File: src/rtl/cpu_mem_arb.sv
// Shared data RAM arbiter and run controller: core vs external port.
// Optional stall counter enabled by defining MEM_ARB_STALL_CNT_EN.
module cpu_mem_arb #(
  parameter int DRAIN_CYCLES = 4
) (
  input  logic        clk,
  input  logic        rst_n,
  input  logic        host_run,
  output logic        running,
  input  logic [4:0]  core_ram_ctrl,
  input  logic [31:0] core_ram_addr,
  input  logic [63:0] core_ram_din,
  output logic [63:0] core_ram_dout,
  input  logic        ext_req,
  input  logic        ext_we,
  input  logic [2:0]  ext_funct3,
  input  logic [31:0] ext_addr,
  input  logic [63:0] ext_wdata,
  output logic        ext_gnt,
  output logic        ext_rvalid,
  output logic [63:0] ext_rdata,
  output logic [4:0]  mem_ctrl,
  output logic [31:0] mem_addr,
  output logic [63:0] mem_din,
  input  logic [63:0] mem_dout,
  output logic        arb_err,
  output logic [31:0] stall_cnt
);

  localparam int CW =
    (DRAIN_CYCLES > 1) ? $clog2(DRAIN_CYCLES) : 1;

  typedef enum logic [1:0] {
    S_HALT,
    S_RUN,
    S_DRAIN,
    S_EXT
  } state_e;

  state_e        state_q, state_d;
  logic [CW-1:0] cnt_q, cnt_d;
  logic          running_q, running_d;
  logic          rvalid_q, rvalid_d;
  logic [63:0]   rdata_q, rdata_d;
  logic          err_q, err_d;
  logic          in_ext;

  assign in_ext  = (state_q == S_EXT);
  assign ext_gnt = in_ext & ext_req;

  // Next state, drain countdown and registered outputs
  always_comb begin
    state_d = state_q;
    cnt_d   = cnt_q;
    unique case (state_q)
      S_HALT: begin
        if (ext_req)       state_d = S_EXT;
        else if (host_run) state_d = S_RUN;
      end
      S_RUN: begin
        if (ext_req) begin
          state_d = S_DRAIN;
          cnt_d   = CW'(DRAIN_CYCLES - 1);
        end else if (!host_run) begin
          state_d = S_HALT;
        end
      end
      S_DRAIN: begin
        if (cnt_q == '0) state_d = S_EXT;
        else             cnt_d   = cnt_q - 1'b1;
      end
      S_EXT: begin
        if (!ext_req)
          state_d = host_run ? S_RUN : S_HALT;
      end
      default: state_d = S_HALT;
    endcase
    running_d = (state_d == S_RUN);
    rvalid_d  = ext_gnt & ~ext_we;
    rdata_d   = rvalid_q ? mem_dout : rdata_q;
    err_d     = err_q | (in_ext & core_ram_ctrl[0]);
  end

  // FSM and output registers
  always_ff @(posedge clk or negedge rst_n) begin
    if (!rst_n) begin
      state_q   <= S_HALT;
      cnt_q     <= '0;
      running_q <= 1'b0;
      rvalid_q  <= 1'b0;
      rdata_q   <= '0;
      err_q     <= 1'b0;
    end else begin
      state_q   <= state_d;
      cnt_q     <= cnt_d;
      running_q <= running_d;
      rvalid_q  <= rvalid_d;
      rdata_q   <= rdata_d;
      err_q     <= err_d;
    end
  end

  assign running       = running_q;
  assign ext_rvalid    = rvalid_q;
  assign ext_rdata     = rvalid_q ? mem_dout : rdata_q;
  assign arb_err       = err_q;
  assign core_ram_dout = mem_dout;

  // RAM port mux: external owns it only in EXT
  always_comb begin
    mem_ctrl = '0;
    mem_addr = core_ram_addr;
    mem_din  = core_ram_din;
    if (in_ext) begin
      mem_addr = ext_addr;
      mem_din  = ext_wdata;
      if (ext_gnt)
        mem_ctrl = {ext_funct3, ext_we, 1'b1};
    end else if (rst_n) begin
      mem_ctrl = core_ram_ctrl;
    end
  end

`ifdef MEM_ARB_STALL_CNT_EN
  logic [31:0] stall_q, stall_d;

  // Saturating count of cycles the host wants to run but fetch is off
  always_comb begin
    stall_d = stall_q;
    if (host_run && !running_q && stall_q != 32'hFFFF_FFFF)
      stall_d = stall_q + 32'd1;
  end

  // Stall counter register
  always_ff @(posedge clk or negedge rst_n) begin
    if (!rst_n) stall_q <= '0;
    else        stall_q <= stall_d;
  end

  assign stall_cnt = stall_q;
`else
  assign stall_cnt = '0;
`endif

endmodule

File: config.mk
export PLATFORM = sky130hd
export DESIGN_NAME = cpu_mem_arb
export DESIGN_NICKNAME = d
export VERILOG_FILES = /design/src/rtl/cpu_mem_arb.sv
export SDC_FILE = /design/constraint.sdc
export NUM_CORES = 1
export LEC_CHECK = 0
export CAP_MARGIN = 15
export CORE_AREA = 2 2 208 210
export DETAILED_ROUTE_END_ITERATION = 16
export DIE_AREA = 0 0 210 212
export SYNTH_ARGS = -nofsm -noshare
export SYNTH_HDL_FRONTEND = slang
export SYNTH_SLANG_ARGS = --single-unit
File: constraint.sdc
create_clock -name clk -period 1.96 [get_ports clk]
set_clock_uncertainty 0.2 [all_clocks]
set_input_delay 0.196 -clock clk [delete_from_list [all_inputs] [get_ports clk]]
set_output_delay 0.196 -clock clk [all_outputs]
set_load 0.03 [all_outputs]
==> flow_summary_export.csv <==
group,metric,value,unit
run_status,status,"complete, but fails checks",
run_status,violations,"negative setup slack",
setup_path,r2r_setup_slack,240,ps
min_path,hold_class,"in -> async",
synth,syn_area,4800,um2
pwr,power.density,1380,nW/um2
floorplan,row_count,76,
synth,synth_top_area_frac,0.370,
global_route,overflow,0,
timing,fin_crit_sh,1.10,
layout,drive_above_1_share,0.489,
timing,fmax,463,MHz
synth,yosys_warnings,0,
drt,viasPerCell,3.34,
setup_path,cp_common_cell,"buf_12",
clocking,cts_root_buf,"clkbuf_16",
floorplan,die_y,212,um
global_route,track_usage,0.0967,
setup_path,rr_endpoint,"rdata_q[55]",
clocking,h-tree-depth,3,
pwr,p_switching,6.74,mW
pwr,p_total,16.8,mW
setup_path,end_kind,"primary output",
setup_path,critPathMaxStageDelay,400,ps
setup_path,critPathMaxFanout,7,
synth,synthSimpleGateAreaFrac,0.0172,
pwr,p_int,10.1,mW
timing,setup_viol,153,
clocking,insertion_delay,340,ps
layout,ff_latch_area,1780,um2
setup_path,critPathKind,"reg -> out",
clocking,cts_tree,"done",
synth,synth-seq-area-share,0.370,
layout,nFillCells,4324,
place,dpl_cell_area,9950,um2
pwr,switching_share,0.401,
synth,synth_ff_type,"dfrtp_1",
timing,hold_violations,0,
drt,drt_pass1_iterations,4,
place,placed_cells,1375,
timing,slew_viol_final,0,
pwr,peakVddDrop,0.000686,V
floorplan,start_util,0.113,
pwr,cellLeakagePower,5.50,nW
setup_path,crit_cells,6,
synth,yosys-top-cells-area,"dfrtp_1 (37%), mux2_2 (28%), buf_4 (15%)",
synth,yosysMostFrequentCell,"mux2_2",
clocking,clkSinkCount,71,
global_route,grt_max_degree,35,
floorplan,dieWidth,210,um
synth,synthDistinctLibCells,20,
drt,wl_per_cell,16.5,um
drt,drc,0,
synth,ys_async_sr_fraction,1.00,
global_route,grt_antenna_before_repair,1,
timing,holdWs,106,ps
global_route,grt_pass1_vias,5155,
synth,synth_common_cells,"mux2_2 (119), buf_4 (97), dfrtp_1 (71)",
floorplan,num_io_pins,534,
synth,synth.largest_area_cell,"dfrtp_1",
drt,first_iter_violations,120,
global_route,grt_pass1_wl,31700,um
timing,min_period,2160,ps
synth,synth_edf_count,0,
setup_path,startpoint,"state_q[0]",
floorplan,fp.coreArea,42500,um2
synth,synth_fa_ha_area_frac,0.00260,
drt,num_vias,4887,
pwr,clkPwrFrac,0.110,
synth,synth_top_family_by_area,"multiplexers",
pwr,p_seq_frac,0.144,
setup_path,regToRegStartpoint,"ext_rvalid",
setup_path,cp_cell_sequence,"nand2_4, buf_12, buf_12, buf_12, mux2_4, buf_12",
synth,synth-seq-cells,71,
synth,synth_compound_area_frac,0.0185,
setup_path,worst-path-buf-inv,4,
layout,multiInputGateArea,2720,um2
pwr,p_comb_frac,0.746,
setup_path,worstSetupEndpoint,"mem_addr[11]",
layout,stdcell_count,1461,
layout,utilization,0.286,
layout,syn_to_final_growth,153,%
layout,finalInstanceArea,12100,um2
synth,netlist_instances,387,
setup_path,reg2reg_depth,5,
synth,synthXorXnorAreaFrac,0,
clocking,clk_path_buf_depth,2,
setup_path,required,1560,ps
timing,rsz0062_at_grt,"true",
place,gp_congestion,0.791,
place,dp_hpwl,17600,um
setup_path,critPathArrivalTime,1760,ps
place,portBuffers,501,
layout,layout.nets,1179,
clocking,cts_buffers,9,
synth,avgSynthCellArea,12.4,um2
synth,synth.area.mux_share,0.407,
place,dp_slack,-90.1,ps
drt,wl,24100,um
floorplan,die_area,44500,um2
clocking,path_clk_slew,60,ps
setup_path,startpoint_type,"flip-flop",
run,max_cap_viol_count,0,
setup_path,cp_top_family,"buffers and inverters",
drt,ant_nets,0,
timing,worst_slack,-200,ps
timing,fin_tns_setup,-19300,ps
setup_path,crit_slowest_cell,"dfrtp_1",
-- registers in the layout, indices dropped and copies added, names as in the netlist --
name        count
rdata_q        64
cnt_q           2
state_q         2
arb_err         1
ext_rvalid      1
running         1
-- cells in the final DEF, fill, tap and decap left out, drive strengths merged --
master	instances
diode	1
bufinv	2
nor2	4
clkdlybuf4s50	331
nand3	6
buf	263
a21oi	3
clkinv	1
o21ai	6
o221ai	2
ha	1
o211a	1
nand2	8
clkbuf	15
a21o	1
a31o	1
conb	32
dfrtp	71
mux2	160
dlygate4sd3	1
inv	5
-- per-layer routing --
| metal | up-vias | routed length [um] | GRT usage |
|---|---|---|---|
| met2 | 268 | 12500 | 0.174 |
| li1 | 2273 | - | - |
| met4 | 0 | 500 | 0.0323 |
| met3 | 21 | 1460 | 0.0223 |
| met1 | 2325 | 9570 | 0.113 |
| met5 | - | 0 | 0 |
-- power groups by stage --
stage | clock network [mW] | registers (mW) | logic, mW
floorplan | 0 | 2.33 | 5.77
global route | 2.00 | 2.49 | 13.0
detailed placement | 0 | 2.39 | 9.55
CTS | 1.95 | 2.38 | 11.6
finish | 1.85 | 2.41 | 12.5
global placement | 0 | 2.37 | 9.51
-- cells by family after synthesis --
family,Yosys count
adder cells (fa/ha/maj),1
flip-flops,71
buffers and inverters,122
AO/OA/AOI/OAI,14
AND/OR/NAND/NOR,18
other,1
multiplexers,160
-- worst min path at each step --
stage,start,endpoint,depth (start not counted)
floorplan,rst_n,arb_err,0
global placement,rst_n,rdata_q[19],1
detailed placement,rst_n,rdata_q[22],1
CTS,rst_n,cnt_q[1],2
global route,rst_n,arb_err,2
finish,rst_n,arb_err,2
-- cell type report --
class / count / area share
antenna: 1 / 0.000206
clock buffer: 13 / 0.0223
clock inverter: 3 / 0.00536
inverter: 5 / 0.00155
multi-input combinational: 225 / 0.224
sequential: 71 / 0.146
tap: 546 / 0.0563
timing repair buffer: 597 / 0.544
-- what timing repair did --
item	4_1_cts	5_1_grt
gates resized for setup	612	214
hold endpoints to repair	37	0
setup buffers	29	29
cloned	11	3
hold buffers	1	0
pin swaps	3	1
endpoints found under the setup margin	162	165
Power figures use the tool's default switching activity.
